--- src/rtl/puf_challenge_sequencer_pkg.sv ---
// Shared types and defaults for the PUF challenge sequencer: state encoding,
// default widths, vote count and a width helper.
package puf_seq_pkg;
   localparam int DEF_IN_WIDTH       = 128;
   localparam int DEF_OUT_WIDTH      = 16;
   localparam int DEF_SETTLE_CYCLES  = 3;
   localparam int DEF_TIMEOUT_CYCLES = 1024;
   localparam int VOTE_COUNT         = 3;

   typedef enum logic [2:0] {
      S_IDLE   = 3'd0,
      S_LOAD   = 3'd1,
      S_SETTLE = 3'd2,
      S_TRIG   = 3'd3,
      S_WAIT   = 3'd4,
      S_DONE   = 3'd5
   } state_t;

   // Counter width for a limit, never below one bit so a limit of 1 still works.
   function automatic int clog2_min1(input int n);
      return (n <= 2) ? 1 : $clog2(n);
   endfunction
endpackage

--- src/rtl/puf_challenge_sequencer_if.sv ---
// Sequencer <-> mapping datapath link: challenge/trigger out, done/response back.
interface puf_challenge_sequencer_if
   import puf_seq_pkg::*;
#(
   parameter int IN_WIDTH  = DEF_IN_WIDTH,
   parameter int OUT_WIDTH = DEF_OUT_WIDTH
);
   logic [IN_WIDTH-1:0]  mp_challenge;
   logic                 mp_trigger;
   logic                 mp_done;
   logic [OUT_WIDTH-1:0] mp_response;

   modport master (output mp_challenge, output mp_trigger, input mp_done, input mp_response);
   modport slave  (input mp_challenge, input mp_trigger, output mp_done, output mp_response);
endinterface

--- src/rtl/puf_challenge_sequencer_majority3.sv ---
// Bitwise 3-input majority of PUF responses; used only when PUF_MAJORITY_VOTE_EN is defined.
module puf_majority3 #(
   parameter int WIDTH = 16
) (
   input  logic [WIDTH-1:0] x,
   input  logic [WIDTH-1:0] y,
   input  logic [WIDTH-1:0] z,
   output logic [WIDTH-1:0] maj
);
   assign maj = (x & y) | (x & z) | (y & z);
endmodule

--- src/rtl/puf_challenge_sequencer.sv ---
// PUF challenge sequencer: serial challenge load, settle, trigger, bounded wait, capture.
// Optional macro PUF_MAJORITY_VOTE_EN: three evaluations per challenge, majority-voted response.
module puf_challenge_sequencer
   import puf_seq_pkg::*;
#(
   parameter int IN_WIDTH       = DEF_IN_WIDTH,
   parameter int OUT_WIDTH      = DEF_OUT_WIDTH,
   parameter int SETTLE_CYCLES  = DEF_SETTLE_CYCLES,
   parameter int TIMEOUT_CYCLES = DEF_TIMEOUT_CYCLES
) (
   input  logic                     clk,
   input  logic                     reset,
   input  logic                     start,
   input  logic                     a,
   input  logic                     b,
   puf_challenge_sequencer_if.master mp,
   output logic                     rsp_valid,
   output logic [OUT_WIDTH-1:0]     rsp_data,
   output logic                     busy,
   output logic                     timeout_err
);
   localparam int IDX_W = clog2_min1(IN_WIDTH);
   localparam int SET_W = clog2_min1(SETTLE_CYCLES);
   localparam int TMR_W = clog2_min1(TIMEOUT_CYCLES);
   localparam logic [IDX_W-1:0] IDX_HALF = IDX_W'(IN_WIDTH / 2);
   localparam logic [IDX_W-1:0] IDX_LAST = IDX_W'(IN_WIDTH - 1);
   localparam logic [SET_W-1:0] SET_LAST = SET_W'(SETTLE_CYCLES - 1);
   localparam logic [TMR_W-1:0] TMR_LAST = TMR_W'(TIMEOUT_CYCLES - 1);

   state_t               state;
   logic [IDX_W-1:0]     idx;
   logic [SET_W-1:0]     set_cnt;
   logic [TMR_W-1:0]     timer;
   logic [IN_WIDTH-1:0]  chal;
   logic                 trig;
   logic                 last_run;
   logic [OUT_WIDTH-1:0] final_rsp;

   assign mp.mp_challenge = chal;
   assign mp.mp_trigger   = trig;

`ifdef PUF_MAJORITY_VOTE_EN
   localparam logic [1:0] RUN_LAST = 2'(VOTE_COUNT - 1);
   logic [1:0]           run;
   logic [OUT_WIDTH-1:0] rsp0;
   logic [OUT_WIDTH-1:0] rsp1;

   // Earlier runs are banked; the last run's response feeds the voter directly.
   always_ff @(posedge clk or posedge reset) begin
      if (reset) begin
         run  <= '0;
         rsp0 <= '0;
         rsp1 <= '0;
      end else if (state == S_IDLE) begin
         run <= '0;
      end else if (state == S_WAIT && mp.mp_done && !last_run) begin
         if (run == 2'd0) rsp0 <= mp.mp_response;
         else             rsp1 <= mp.mp_response;
         run <= run + 2'd1;
      end
   end

   assign last_run = (run == RUN_LAST);

   puf_majority3 #(.WIDTH(OUT_WIDTH)) u_vote (
      .x   (rsp0),
      .y   (rsp1),
      .z   (mp.mp_response),
      .maj (final_rsp)
   );
`else
   assign last_run  = 1'b1;
   assign final_rsp = mp.mp_response;
`endif

   always_ff @(posedge clk or posedge reset) begin
      if (reset) begin
         state       <= S_IDLE;
         idx         <= '0;
         set_cnt     <= '0;
         timer       <= '0;
         chal        <= '0;
         trig        <= 1'b0;
         rsp_valid   <= 1'b0;
         rsp_data    <= '0;
         busy        <= 1'b0;
         timeout_err <= 1'b0;
      end else begin
         trig      <= 1'b0;
         rsp_valid <= 1'b0;
         case (state)
            S_IDLE: begin
               if (start) begin
                  state       <= S_LOAD;
                  idx         <= '0;
                  busy        <= 1'b1;
                  timeout_err <= 1'b0;
               end
            end
            S_LOAD: begin
               chal[idx] <= (idx < IDX_HALF) ? a : b;
               if (idx == IDX_LAST) begin
                  state   <= S_SETTLE;
                  set_cnt <= '0;
               end else begin
                  idx <= idx + IDX_W'(1);
               end
            end
            S_SETTLE: begin
               if (set_cnt == SET_LAST) begin
                  state <= S_TRIG;
                  trig  <= 1'b1;
               end else begin
                  set_cnt <= set_cnt + SET_W'(1);
               end
            end
            S_TRIG: begin
               state <= S_WAIT;
               timer <= '0;
            end
            S_WAIT: begin
               // done is checked first so it wins over a same-cycle timeout
               if (mp.mp_done) begin
                  state <= S_DONE;
                  if (last_run) begin
                     rsp_data  <= final_rsp;
                     rsp_valid <= 1'b1;
                  end
               end else if (timer == TMR_LAST) begin
                  state       <= S_IDLE;
                  busy        <= 1'b0;
                  timeout_err <= 1'b1;
               end else begin
                  timer <= timer + TMR_W'(1);
               end
            end
            S_DONE: begin
               if (last_run) begin
                  state <= S_IDLE;
                  busy  <= 1'b0;
               end else begin
                  state <= S_TRIG;
                  trig  <= 1'b1;
               end
            end
            default: begin
               state <= S_IDLE;
               busy  <= 1'b0;
            end
         endcase
      end
   end
endmodule
--- src/flat_wrapper.sv ---
// flat-port wrapper written by rule: the top's interface ports become plain ports
module puf_challenge_sequencer_flat import puf_seq_pkg::*;
#(
   parameter int IN_WIDTH       = DEF_IN_WIDTH,
   parameter int OUT_WIDTH      = DEF_OUT_WIDTH,
   parameter int SETTLE_CYCLES  = DEF_SETTLE_CYCLES,
   parameter int TIMEOUT_CYCLES = DEF_TIMEOUT_CYCLES
)
  (clk, reset, start, a, b, rsp_valid, rsp_data, busy, timeout_err, mp_mp_challenge, mp_mp_trigger, mp_mp_done, mp_mp_response);
  puf_challenge_sequencer_if #(.IN_WIDTH(IN_WIDTH), .OUT_WIDTH(OUT_WIDTH)) mp_i ();
  input  logic clk;
  input  logic reset;
  input  logic start;
  input  logic a;
  input  logic b;
  output logic rsp_valid;
  output logic [OUT_WIDTH-1:0] rsp_data;
  output logic busy;
  output logic timeout_err;
  output wire logic [$bits(mp_i.mp_challenge)-1:0] mp_mp_challenge;
  output wire logic [$bits(mp_i.mp_trigger)-1:0] mp_mp_trigger;
  input wire logic [$bits(mp_i.mp_done)-1:0] mp_mp_done;
  input wire logic [$bits(mp_i.mp_response)-1:0] mp_mp_response;
  assign mp_mp_challenge = mp_i.mp_challenge;
  assign mp_mp_trigger = mp_i.mp_trigger;
  assign mp_i.mp_done = mp_mp_done;
  assign mp_i.mp_response = mp_mp_response;
  puf_challenge_sequencer #(.IN_WIDTH(IN_WIDTH), .OUT_WIDTH(OUT_WIDTH), .SETTLE_CYCLES(SETTLE_CYCLES), .TIMEOUT_CYCLES(TIMEOUT_CYCLES)) u_core (.clk(clk), .reset(reset), .start(start), .a(a), .b(b), .mp(mp_i), .rsp_valid(rsp_valid), .rsp_data(rsp_data), .busy(busy), .timeout_err(timeout_err));
endmodule
--- config.mk ---
export PLATFORM = sky130hd
export DESIGN_NAME = puf_challenge_sequencer_flat
export DESIGN_NICKNAME = d
export VERILOG_FILES = /design/src/rtl/puf_challenge_sequencer_pkg.sv /design/src/rtl/puf_challenge_sequencer_if.sv /design/src/rtl/puf_challenge_sequencer_majority3.sv /design/src/rtl/puf_challenge_sequencer.sv /design/src/flat_wrapper.sv
export SDC_FILE = /design/constraint.sdc
export NUM_CORES = 1
export LEC_CHECK = 0
export BUFFER_PORTS_ARGS = -buffer_cell sky130_fd_sc_hd__buf_2
export CORE_AREA = 2 2 137 139
export DETAILED_ROUTE_END_ITERATION = 7
export DIE_AREA = 0 0 139 141
export SKIP_LAST_GASP = 1
export SYNTH_ARGS = -nofsm -noshare
export SYNTH_HDL_FRONTEND = slang
export SYNTH_HIERARCHICAL = 1
export SYNTH_SLANG_ARGS = --single-unit
--- constraint.sdc ---
create_clock -name clk -period 9.6 [get_ports clk]
set_clock_uncertainty 0.2 [all_clocks]
set_input_delay 1.92 -clock clk [delete_from_list [all_inputs] [get_ports clk]]
set_output_delay 1.92 -clock clk [all_outputs]
set_load 0.03 [all_outputs]
[Word-level counts from Yosys, hierarchy flattened]
Cells that the tools add are included.
Word-level totals
  bits in registers: 170
  bits of input ports: 22
  output and inout port bits: 148
  word-level logic and storage cells: 78
Cells by class
  $add $sub $neg: 3
  magnitude comparators: 3
  eq/ne operators: 16
  mux-type cells: 31
  bitwise operators: 1
  reduce and logical (&&, ||, !) cells: 14
Operator list (count)
  $bwmux W128: 1
  $mux W10: 2
  $pmux W10 S2: 1
  $mux W3: 5
  $pmux W3 S5: 1
  $mux W7: 2
  $pmux W7 S2: 1
  $mux W1: 12
  $reduce_and A4 Y1: 3
  $add A10 B1 Y10 const B: 1
  $eq A10 B10 Y1 const B: 1
  $ne A2 B2 Y1 const B: 5
  $reduce_and A3 Y1: 3
  $lt A7 B8 Y1 const B: 1
  $reduce_bool A2 Y1: 4
  $add A7 B1 Y7 const B: 1
  $demux W1 S7: 1
  $eq A7 B7 Y1 const B: 1
  $ge A7 B1 Y1 const B: 1
  $lt A7 B7 Y1 const B: 1
  $eq A3 B2 Y1 const B: 2
  $ne A2 B1 Y1 const B: 3
  $mux W2: 2
  $pmux W2 S2: 1
  12 further kinds: 12

[Logic depth before layout (Yosys ltp)]
  word-level depth: 5
  depth in mapped cells: 7
  gate-level depth less buffers: 6

[Worst setup path before layout]
Ideal clock, no wire load.
  kind: input-to-reg
  from: in mp_mp_done
  to: reg u_core.timer[9]
  library setup time: 0.126 ns
  arrival: 3.043 ns
  required time: 9.274 ns
  path slack: 6.231 ns
  stages on the path: 4
  path buffers: 0
  cells stage by stage: or4b_4 a41oi_4 a21oi_2 a221o_1
Between the ends
  word-level cells in the longest chain between the ends: 2
Ends and longest elaborated chain
  start: declaration: line flat_wrapper.sv:22  | input wire logic [$bits(mp_i.mp_done)-1:0] mp_mp_done;
  $ne A2 B2 Y1 (no line)
  $reduce_and A3 Y1 (no line)
  end signal: assignment: line puf_challenge_sequencer.sv:134  | timer <= timer + TMR_W'(1);
  end: declaration: line puf_challenge_sequencer.sv:33  | logic [TMR_W-1:0] timer;
No other way between the ends.
A chain may end at the register's enable or synchronous reset.

==> impl_metrics.env <==
export IMPL_end_kind="async pin"
export IMPL_route_detailed_vias_per_inst=5.69
export IMPL_antenna_left=0
export IMPL_startpoint_type="input pin"
export IMPL_setup_viol=0
export IMPL_arrival_ns=3.54
export IMPL_drc=0
export IMPL_num_vias=5889
export IMPL_grt_pass1_wl_um=31100
export IMPL_grt_total_usage=0.200
export IMPL_clock_latency_ns=0.43
export IMPL_syn_nets=678
export IMPL_total_power_uw=2370
export IMPL_crit_path_max_fanout=107
export IMPL_r2r_slack_ns=6.58
export IMPL_final_nets=813
export IMPL_ys_seq_elements=170
export IMPL_die_h_um=141
export IMPL_fmax_mhz=305
export IMPL_finalMaxSlewViolations=0
export IMPL_cts_buffers=17
export IMPL_first_pass_iters=5
export IMPL_fin_util=0.478
export IMPL_hold_buffers=0
export IMPL_crit_required_ns=9.86
export IMPL_drt_iter0_markers=630
export IMPL_clk_pin_slew_ns=0.06
export IMPL_fill_cells=1728
export IMPL_routedWlPerCell_um=18.8
export IMPL_hold_violations=0
export IMPL_status="complete, no violations"
export IMPL_pin_count=170
export IMPL_hold_path_class="reg2reg"
export IMPL_cellLeakagePower_uw=0.00345
export IMPL_grt_ovfl_total=0
export IMPL_routed_wl_um=19500
export IMPL_die_area_sq_um=19600
export IMPL_fp_coreArea_sq_um=18300
export IMPL_area_growth_pct=21.8
export IMPL_min_period_ns=3.28
export IMPL_yosysWarnings=6
export IMPL_worstSetupPathType="in2async"
export IMPL_worst_pin_slew_ns=1.14
export IMPL_ys_flop_type="dfrtp_1"
export IMPL_htree_levels=4
export IMPL_antenna_found_initial=0
export IMPL_first_global_vias=5621
export IMPL_synthArstFlopShare=1.00
export IMPL_cts_buffer_depth=2
export IMPL_io_buffers=169
export IMPL_synth_area_per_cell_sq_um=11.0
export IMPL_cts_tree="built"
export IMPL_ir_worst_vdd_uv=147
export IMPL_synth_edf_count=0
export IMPL_cap_violations=0
export IMPL_rsz0062_at_grt="no"
export IMPL_clock_sinks=170
export IMPL_fp_dieW_um=139
export IMPL_drive_gt1_frac=0.313
export IMPL_period_share=0.341
export IMPL_ys_seq_area_frac=0.594
export IMPL_grt_max_degree=108
export IMPL_cts_root_buffer="clkbuf_16"
export IMPL_diodes=0
export IMPL_synthesis_area_sq_um=7160
export IMPL_power_density_nw_per_um2=272
export IMPL_initial_core_util=0.392
export IMPL_syn_inst=653
export IMPL_post_dp_hpwl_um=12700
export IMPL_gp_congestion=0.794
export IMPL_synth_cell_type_count=48
export IMPL_ctsResizeCount=0
export IMPL_cts_setup_buffers=0
export IMPL_max_slew_margin_rel=0.240
export IMPL_final_setup_tns_ns=0
export IMPL_rows=50
[cells by family (layout without fill, tap and decap cells)]
logic type / after synthesis / count (layout) / synth area share
AO/OA/AOI/OAI: 297 / 297 / 0.242
XOR/XNOR: 2 / 2 / 0.00245
adder cells (fa/ha/maj): 3 / 3 / 0.00524
buffers and inverters: 76 / 224 / 0.0533
flip-flops: 170 / 170 / 0.594
multiplexers: 21 / 21 / 0.0323
AND/OR/NAND/NOR: 84 / 84 / 0.0706
[where the power goes]
group          internal, uW  leakage (uW)  switching (uW)
clock network           414      0.000293             297
logic                   212       0.00140             516
registers               823       0.00177             110
[area by class of cell]
class / instances / area (sq um) / share of cell area
Sequential cell: 170 / 4250 / 0.488
Inverter: 7 / 31.3 / 0.00359
Clock inverter: 15 / 191 / 0.0219
Tap cell: 234 / 293 / 0.0336
Clock buffer: 17 / 425 / 0.0488
Timing Repair Buffer: 185 / 966 / 0.111
Multi-Input combinational cell: 407 / 2560 / 0.294
[per-layer routing]
metal  global-route usage  wire length, um
met1                0.271             8480
met2                0.311             9290
met3               0.0547             1260
met4               0.0728              435
met5                    0                0
[cells in the final DEF, fill, tap and decap left out, drive strengths merged, types with 4 or more instances in the layout]
cell type  netlist  routed
nand3            8       8
mux2            17      17
nor2            17      17
nand2           15      15
a21oi          135     135
nand2b           9       9
and2             4       4
a31oi          137     137
dfrtp          170     170
mux2i            4       4
clkbuf          29      17
and3             6       6
o21ai            8       8
inv              7      11
buf             40     185
clkinv           0       5
a41oi            4       4
nor3            12      12
[final timing paths]
check                                    from                    endpoint  cells after the start
hold / removal             u_core/timeout_err          u_core/timeout_err                      2
setup reg to reg              u_core/state[1]  u_core/mp.mp_challenge[75]                      5
max in group clk                   mp_mp_done             u_core/timer[1]                      5
hold reg to reg            u_core/timeout_err          u_core/timeout_err                      2
min in group asynchronous               reset  u_core/mp.mp_challenge[10]                      2
setup / recovery                        reset  u_core/mp.mp_challenge[42]                      3
[metrics by stage]
| step | instances | area (sq um) | setup WS [ns] | hold WS (ns) |
|---|---|---|---|---|
| 2_1_floorplan | 653 | 7160 | 2.88 | 0.267 |
| 3_3_place_gp | 1003 | 8110 | 5.86 | 0.282 |
| 3_5_place_dp | 1003 | 8110 | 5.75 | 0.283 |
| 4_1_cts | 1035 | 8720 | 6.22 | 0.298 |
| 5_1_grt | 1035 | 8720 | 5.99 | 0.331 |
| 6_report | 1035 | 8720 | 6.32 | 0.287 |
[cell usage after synthesis (2+ instances only)]
cell | instances | area, sq um
a21o_1 | 2 | 15.0
a21oi_1 | 134 | 671
a31oi_1 | 137 | 857
a41oi_1 | 3 | 26.3
and2_1 | 4 | 25.0
and3_1 | 6 | 37.5
buf_1 | 2 | 7.51
buf_2 | 26 | 130
buf_4 | 7 | 52.6
buf_6 | 5 | 56.3
clkbuf_1 | 29 | 109
dfrtp_1 | 170 | 4250
ha_1 | 3 | 37.5
inv_1 | 7 | 26.3
mux2_2 | 17 | 191
mux2i_1 | 4 | 40.0
nand2_1 | 15 | 56.3
nand2b_1 | 9 | 56.3
nand3_1 | 8 | 40.0
nand4_1 | 2 | 12.5
nor2_1 | 17 | 63.8
nor3_1 | 8 | 40.0
nor3_4 | 3 | 48.8
o211ai_1 | 3 | 22.5
o21ai_0 | 8 | 40.0
xor2_1 | 2 | 17.5
[state kept, by name (all words and copies together) (netlist names)]
| name | flops |
|---|---|
| u_core/mp.mp_challenge | 128 |
| u_core/rsp_data | 16 |
| u_core/timer | 10 |
| u_core/idx | 7 |
| u_core/state | 3 |
| u_core/set_cnt | 2 |
| u_core/busy | 1 |
| u_core/mp.mp_trigger | 1 |
| u_core/rsp_valid | 1 |
| u_core/timeout_err | 1 |
[critical path: stages]
cell and delay, ns:
buf_2 0.12, inv_6 0.66, buf_4 0.79
Note: power is estimated with default switching activity, not from simulation.
